==> src/rtl/ex_mem_pipe_stage.sv <==
// ---------------------------------------------------------------------------
// ex_mem_pipe_stage
//
// Elastic EX->MEM pipeline stage. It carries the ALU result, store data,
// destination register, memory/writeback controls and branch resolution from
// execute to memory access. Flow control is valid/ready on both sides. A
// synchronous flush discards every held entry and any entry offered in the
// same cycle.
//
// Optional feature macro: EX_MEM_SKID_EN
//   defined   : main register plus one skid register (states EMPTY/ONE/TWO).
//               in_ready comes straight from the state register, so there is
//               no combinational out_ready -> in_ready path.
//   undefined : single register (states EMPTY/ONE).
//               in_ready = !out_valid || out_ready.
//
// Ports
//   clk, reset          rising-edge clock, synchronous active-high reset
//   flush               synchronous kill of held and incoming entries
//   in_valid / in_ready execute-side handshake
//   in_*                payload from execute (branch target is TGT_IN_W wide)
//   out_valid/out_ready memory-side handshake
//   out_*               registered payload; out_reg_write, out_mem_write,
//                       out_mem_read and out_branch_taken read 0 while
//                       out_valid is low, the rest hold their last value
// ---------------------------------------------------------------------------
module ex_mem_pipe_stage #(
   parameter int DATA_W    = 32,
   parameter int REG_AW    = 5,
   parameter int TGT_IN_W  = 32,
   parameter int TGT_OUT_W = 8
) (
   input  logic                 clk,
   input  logic                 reset,
   input  logic                 flush,
   input  logic                 in_valid,
   output logic                 in_ready,
   input  logic                 in_reg_write,
   input  logic                 in_mem_to_reg,
   input  logic                 in_mem_write,
   input  logic                 in_mem_read,
   input  logic [DATA_W-1:0]    in_alu_result,
   input  logic [DATA_W-1:0]    in_write_data,
   input  logic [REG_AW-1:0]    in_write_reg,
   input  logic                 in_branch_taken,
   input  logic [TGT_IN_W-1:0]  in_branch_target,
   output logic                 out_valid,
   input  logic                 out_ready,
   output logic                 out_reg_write,
   output logic                 out_mem_to_reg,
   output logic                 out_mem_write,
   output logic                 out_mem_read,
   output logic                 out_branch_taken,
   output logic [DATA_W-1:0]    out_alu_result,
   output logic [DATA_W-1:0]    out_write_data,
   output logic [REG_AW-1:0]    out_write_reg,
   output logic [TGT_OUT_W-1:0] out_branch_target
);

   typedef struct packed {
      logic                 reg_write;
      logic                 mem_to_reg;
      logic                 mem_write;
      logic                 mem_read;
      logic                 branch_taken;
      logic [DATA_W-1:0]    alu_result;
      logic [DATA_W-1:0]    write_data;
      logic [REG_AW-1:0]    write_reg;
      logic [TGT_OUT_W-1:0] branch_target;
   } entry_t;

`ifdef EX_MEM_SKID_EN
   typedef enum logic [1:0] {EMPTY = 2'd0, ONE = 2'd1, TWO = 2'd2} state_t;
`else
   typedef enum logic {EMPTY = 1'b0, ONE = 1'b1} state_t;
`endif

   state_t state, state_next;
   entry_t in_entry;
   entry_t main_p0;
   logic   in_xfer, out_xfer;
   logic   load_main;
   logic   unused_tgt;
`ifdef EX_MEM_SKID_EN
   entry_t skid_p0;
   logic   load_skid, skid_to_main;
`endif

   // Only the low TGT_OUT_W bits of the branch target travel onward.
   assign unused_tgt = ^in_branch_target;

   always_comb begin
      in_entry               = '0;
      in_entry.reg_write     = in_reg_write;
      in_entry.mem_to_reg    = in_mem_to_reg;
      in_entry.mem_write     = in_mem_write;
      in_entry.mem_read      = in_mem_read;
      in_entry.branch_taken  = in_branch_taken;
      in_entry.alu_result    = in_alu_result;
      in_entry.write_data    = in_write_data;
      in_entry.write_reg     = in_write_reg;
      in_entry.branch_target = in_branch_target[TGT_OUT_W-1:0];
   end

   assign out_valid = (state != EMPTY);
`ifdef EX_MEM_SKID_EN
   assign in_ready  = (state != TWO);
`else
   assign in_ready  = !out_valid || out_ready;
`endif
   assign in_xfer   = in_valid && in_ready;
   assign out_xfer  = out_valid && out_ready;

   always_comb begin
      state_next = state;
      load_main  = 1'b0;
`ifdef EX_MEM_SKID_EN
      load_skid    = 1'b0;
      skid_to_main = 1'b0;
`endif
      case (state)
         EMPTY: begin
            if (in_xfer) begin
               state_next = ONE;
               load_main  = 1'b1;
            end
         end
         ONE: begin
            if (in_xfer && out_xfer) begin
               load_main = 1'b1;
            end else if (out_xfer) begin
               state_next = EMPTY;
`ifdef EX_MEM_SKID_EN
            end else if (in_xfer) begin
               // Consumer stalled: park the newcomer behind the head entry.
               state_next = TWO;
               load_skid  = 1'b1;
`endif
            end
         end
`ifdef EX_MEM_SKID_EN
         TWO: begin
            if (out_xfer) begin
               state_next   = ONE;
               skid_to_main = 1'b1;
            end
         end
`endif
         default: state_next = EMPTY;
      endcase
      // Flush wins over every transfer; register contents are left alone.
      if (flush) begin
         state_next = EMPTY;
         load_main  = 1'b0;
`ifdef EX_MEM_SKID_EN
         load_skid    = 1'b0;
         skid_to_main = 1'b0;
`endif
      end
   end

   // Stage p0: state and main register (outputs read zero after reset)
   always_ff @(posedge clk) begin
      if (reset) begin
         state   <= EMPTY;
         main_p0 <= '0;
      end else begin
         state <= state_next;
         if (load_main) begin
            main_p0 <= in_entry;
`ifdef EX_MEM_SKID_EN
         end else if (skid_to_main) begin
            main_p0 <= skid_p0;
`endif
         end
      end
   end

`ifdef EX_MEM_SKID_EN
   // Stage p0: skid register, only meaningful while state is TWO
   always_ff @(posedge clk) begin
      if (load_skid) begin
         skid_p0 <= in_entry;
      end
   end
`endif

   assign out_reg_write     = out_valid & main_p0.reg_write;
   assign out_mem_to_reg    = main_p0.mem_to_reg;
   assign out_mem_write     = out_valid & main_p0.mem_write;
   assign out_mem_read      = out_valid & main_p0.mem_read;
   assign out_branch_taken  = out_valid & main_p0.branch_taken;
   assign out_alu_result    = main_p0.alu_result;
   assign out_write_data    = main_p0.write_data;
   assign out_write_reg     = main_p0.write_reg;
   assign out_branch_target = main_p0.branch_target;

endmodule

==> config.mk <==
export PLATFORM = sky130hd
export DESIGN_NAME = ex_mem_pipe_stage
export DESIGN_NICKNAME = d
export VERILOG_FILES = /design/src/rtl/ex_mem_pipe_stage.sv
export SDC_FILE = /design/constraint.sdc
export NUM_CORES = 1
export LEC_CHECK = 0
export BUFFER_PORTS_ARGS = -buffer_cell sky130_fd_sc_hd__buf_2
export CAP_MARGIN = 20
export CORE_UTILIZATION = 35
export DETAILED_ROUTE_END_ITERATION = 8
export GPL_TIMING_DRIVEN = 0
export MAX_ROUTING_LAYER = met4
export PLACE_DENSITY_LB_ADDON = 0.12
export SETUP_SLACK_MARGIN = 0.4
export SLEW_MARGIN = 20
export SYNTH_ARGS = -nofsm -noshare
export SYNTH_HDL_FRONTEND = slang
export SYNTH_SLANG_ARGS = --single-unit
==> constraint.sdc <==
create_clock -name clk -period 1.8 [get_ports clk]
set_input_delay 0.45 -clock clk [delete_from_list [all_inputs] [get_ports clk]]
set_output_delay 0.45 -clock clk [all_outputs]
set_load 0.05 [all_outputs]
==> out/metrics.yaml <==
status: "finished, final reports clean"
clock_sinks: 83
finalHoldViolations: 0
tns_ps: 0
cp_data_required_time_ps: 2050
port_buffers: 169
finalCritPeriodShare_pct: 83.89
synth_cell_types: 12
synth_area_leaders: "dfxtp_1 (38%), nand2b_1 (23%), mux2i_1 (19%)"
synth_area_per_cell_um2: 9.976
dr.pass1.iters: 4
drive_gt1_share_pct: 54.44
synth_nets: 553
yosysTopAreaCellShare_pct: 37.68
rows: 40
synth_edf_count: 0
report.final.setup_viol: 0
min_path_type: "in2reg"
rsz0062_at_grt: "true"
yosysWarnings: 0
synthFlopType: "dfxtp_1"
initial_core_util_pct: 36.26
design.core.area_um2: 12160
finalNetCount: 738
vdd_ir_drop_max_mv: 0.5018
crit_type: "reg2reg"
max_freq_mhz: 662.2
dp_hpwl_um: 7018
cts.path.max_buffers: 2
place_congestion: 0.7208
min_period_ps: 1510
h-tree-depth: 3
crit_fanout: 10
tightest_slew_ps: 584.8
syn_inst: 442
worstPathArrival_ps: 1760
grt_util_all_layers_pct: 15.98
diodes: 0
area_growth_pct: 54.88
drv_cap: 0
leakagePower_nw: 2.998
grt_first_pass_wirelength_um: 15680
wl_um: 9996
io_pins: 195
path_clk_slew_ps: 60
worst_setup_path_start_kind: "flop"
wl_per_cell_um: 12.53
async_flop_share_pct: 0
clock_skew_ps: 3.831
grt_max_degree: 13
yosys-top-cells-count: "nand2b_1 (164), dfxtp_1 (83), mux2i_1 (82)"
clk_latency_ps: 340
cellPowerDensity_nw_per_um2: 752.6
yosysMostFrequentCell: "nand2b_1"
first_iter_violations: 110
die_w_um: 114.2
slew_headroom_pct: 61.01
die_y_um: 114.2
cts_tree: "done"
die_area_um2: 13050
route.detailed.drc: 0
endpoint_kind: "flop"
synth_top_cell_by_area: "dfxtp_1"
viasPerCell: 4.147
antenna_found_initial: 0
stdcell_count: 798
ant_nets: 0
vias: 3309
synth-seq-cells: 83
place_inst: 779
yosysSeqAreaShare_pct: 37.68
cts_root_buf: "clkbuf_16"
slew_viol_final: 0
netlist_area_um2: 4409
grt.overflow.total: 0
first_global_vias: 3357
numCtsBuffers: 9
path summary, 6_finish.rpt:
path                      start            endpoint  slack (ps)  cells after the start
max reg2reg           out_valid   out_alu_result[7]         290                      6
min reg2reg  out_alu_result[15]  out_alu_result[15]         470                      2
min                       flush           out_valid         310                      2
max                   out_valid   out_alu_result[7]         290                      6
stage by stage:
step,utilization (%),worst slack [ps],total power [mW],hold WS (ps),cell area (µm²)
2_1_floorplan,-,402.6,2.782,444.0,4410
3_3_place_gp,44.95,167.8,3.024,455.0,5466
3_5_place_dp,44.95,146.3,3.036,460.3,5466
4_1_cts,52.14,283.7,5.085,295.0,6341
5_1_grt,56.15,212.9,5.369,302.0,6829
6_report,56.15,290.0,5.139,313.2,6829
cells by family after synthesis:
kind of cell,share of synthesized area (%)
buffers and inverters,18.81
AND/OR/NAND/NOR,24.89
flip-flops,37.68
multiplexers,18.62
placed cells by master, fill, tap and decap left out:
cell	netlist	layout
mux2i_1	82	82
nor2b_4	1	1
buf_2	0	86
nor3b_4	1	1
clkbuf_16	0	9
nor3_1	1	1
clkbuf_1	18	18
buf_12	9	9
dfxtp_2	0	62
dfxtp_1	83	20
buf_4	77	40
clkbuf_8	0	3
bufinv_16	0	1
dfxtp_4	0	1
and2_2	4	4
buf_8	0	71
clkinv_2	0	1
buf_6	0	54
nand2b_1	164	164
nor2_1	1	1
inv_1	1	1
what timing repair did:
action                                 in CTS  in global routing
gates resized for setup                   180                162
setup endpoints to repair                  84                157
buffers inserted                            1                  4
hold buffers                                0                  0
endpoints found under the hold margin       0                  0
gates cloned                                0                  0
final cells by class:
cell class / instances / area, µm²
fill: 1053 / 5333
multi-input combinational: 254 / 1918
sequential: 83 / 1743
timing repair buffer: 174 / 1665
buffer: 104 / 987.2
clock buffer: 12 / 266.5
tap: 168 / 210.2
clock inverter: 2 / 35.03
inverter: 1 / 3.754
where the power goes:
group          internal [mW]  switching, mW  leakage (nW)  total (mW)
sequential              1.95         0.0599         0.706        2.01
clock                   1.17          0.711         0.151        1.88
combinational          0.636          0.615          2.14        1.25
total                   3.75           1.39          3.00        5.14
worst max-delay path, cell delays in order, from the launching register on:
cell and delay (ps):
dfxtp_4 360, nor2b_4 130, buf_4 140, nor3b_4 230, buf_12 210, buf_12 160
mux2i_1 200
per-layer routing:
metal  GRT usage [%]  vias to the layer above  share of wire [%]
met1           18.99                     1506                 45
li1                -                     1684                  -
met4           8.139                        0                2.3
met3           4.553                       17                6.1
met2           24.65                      102                 47
met5               -                        -                  0
Note: power is estimated with default switching activity, not from simulation.
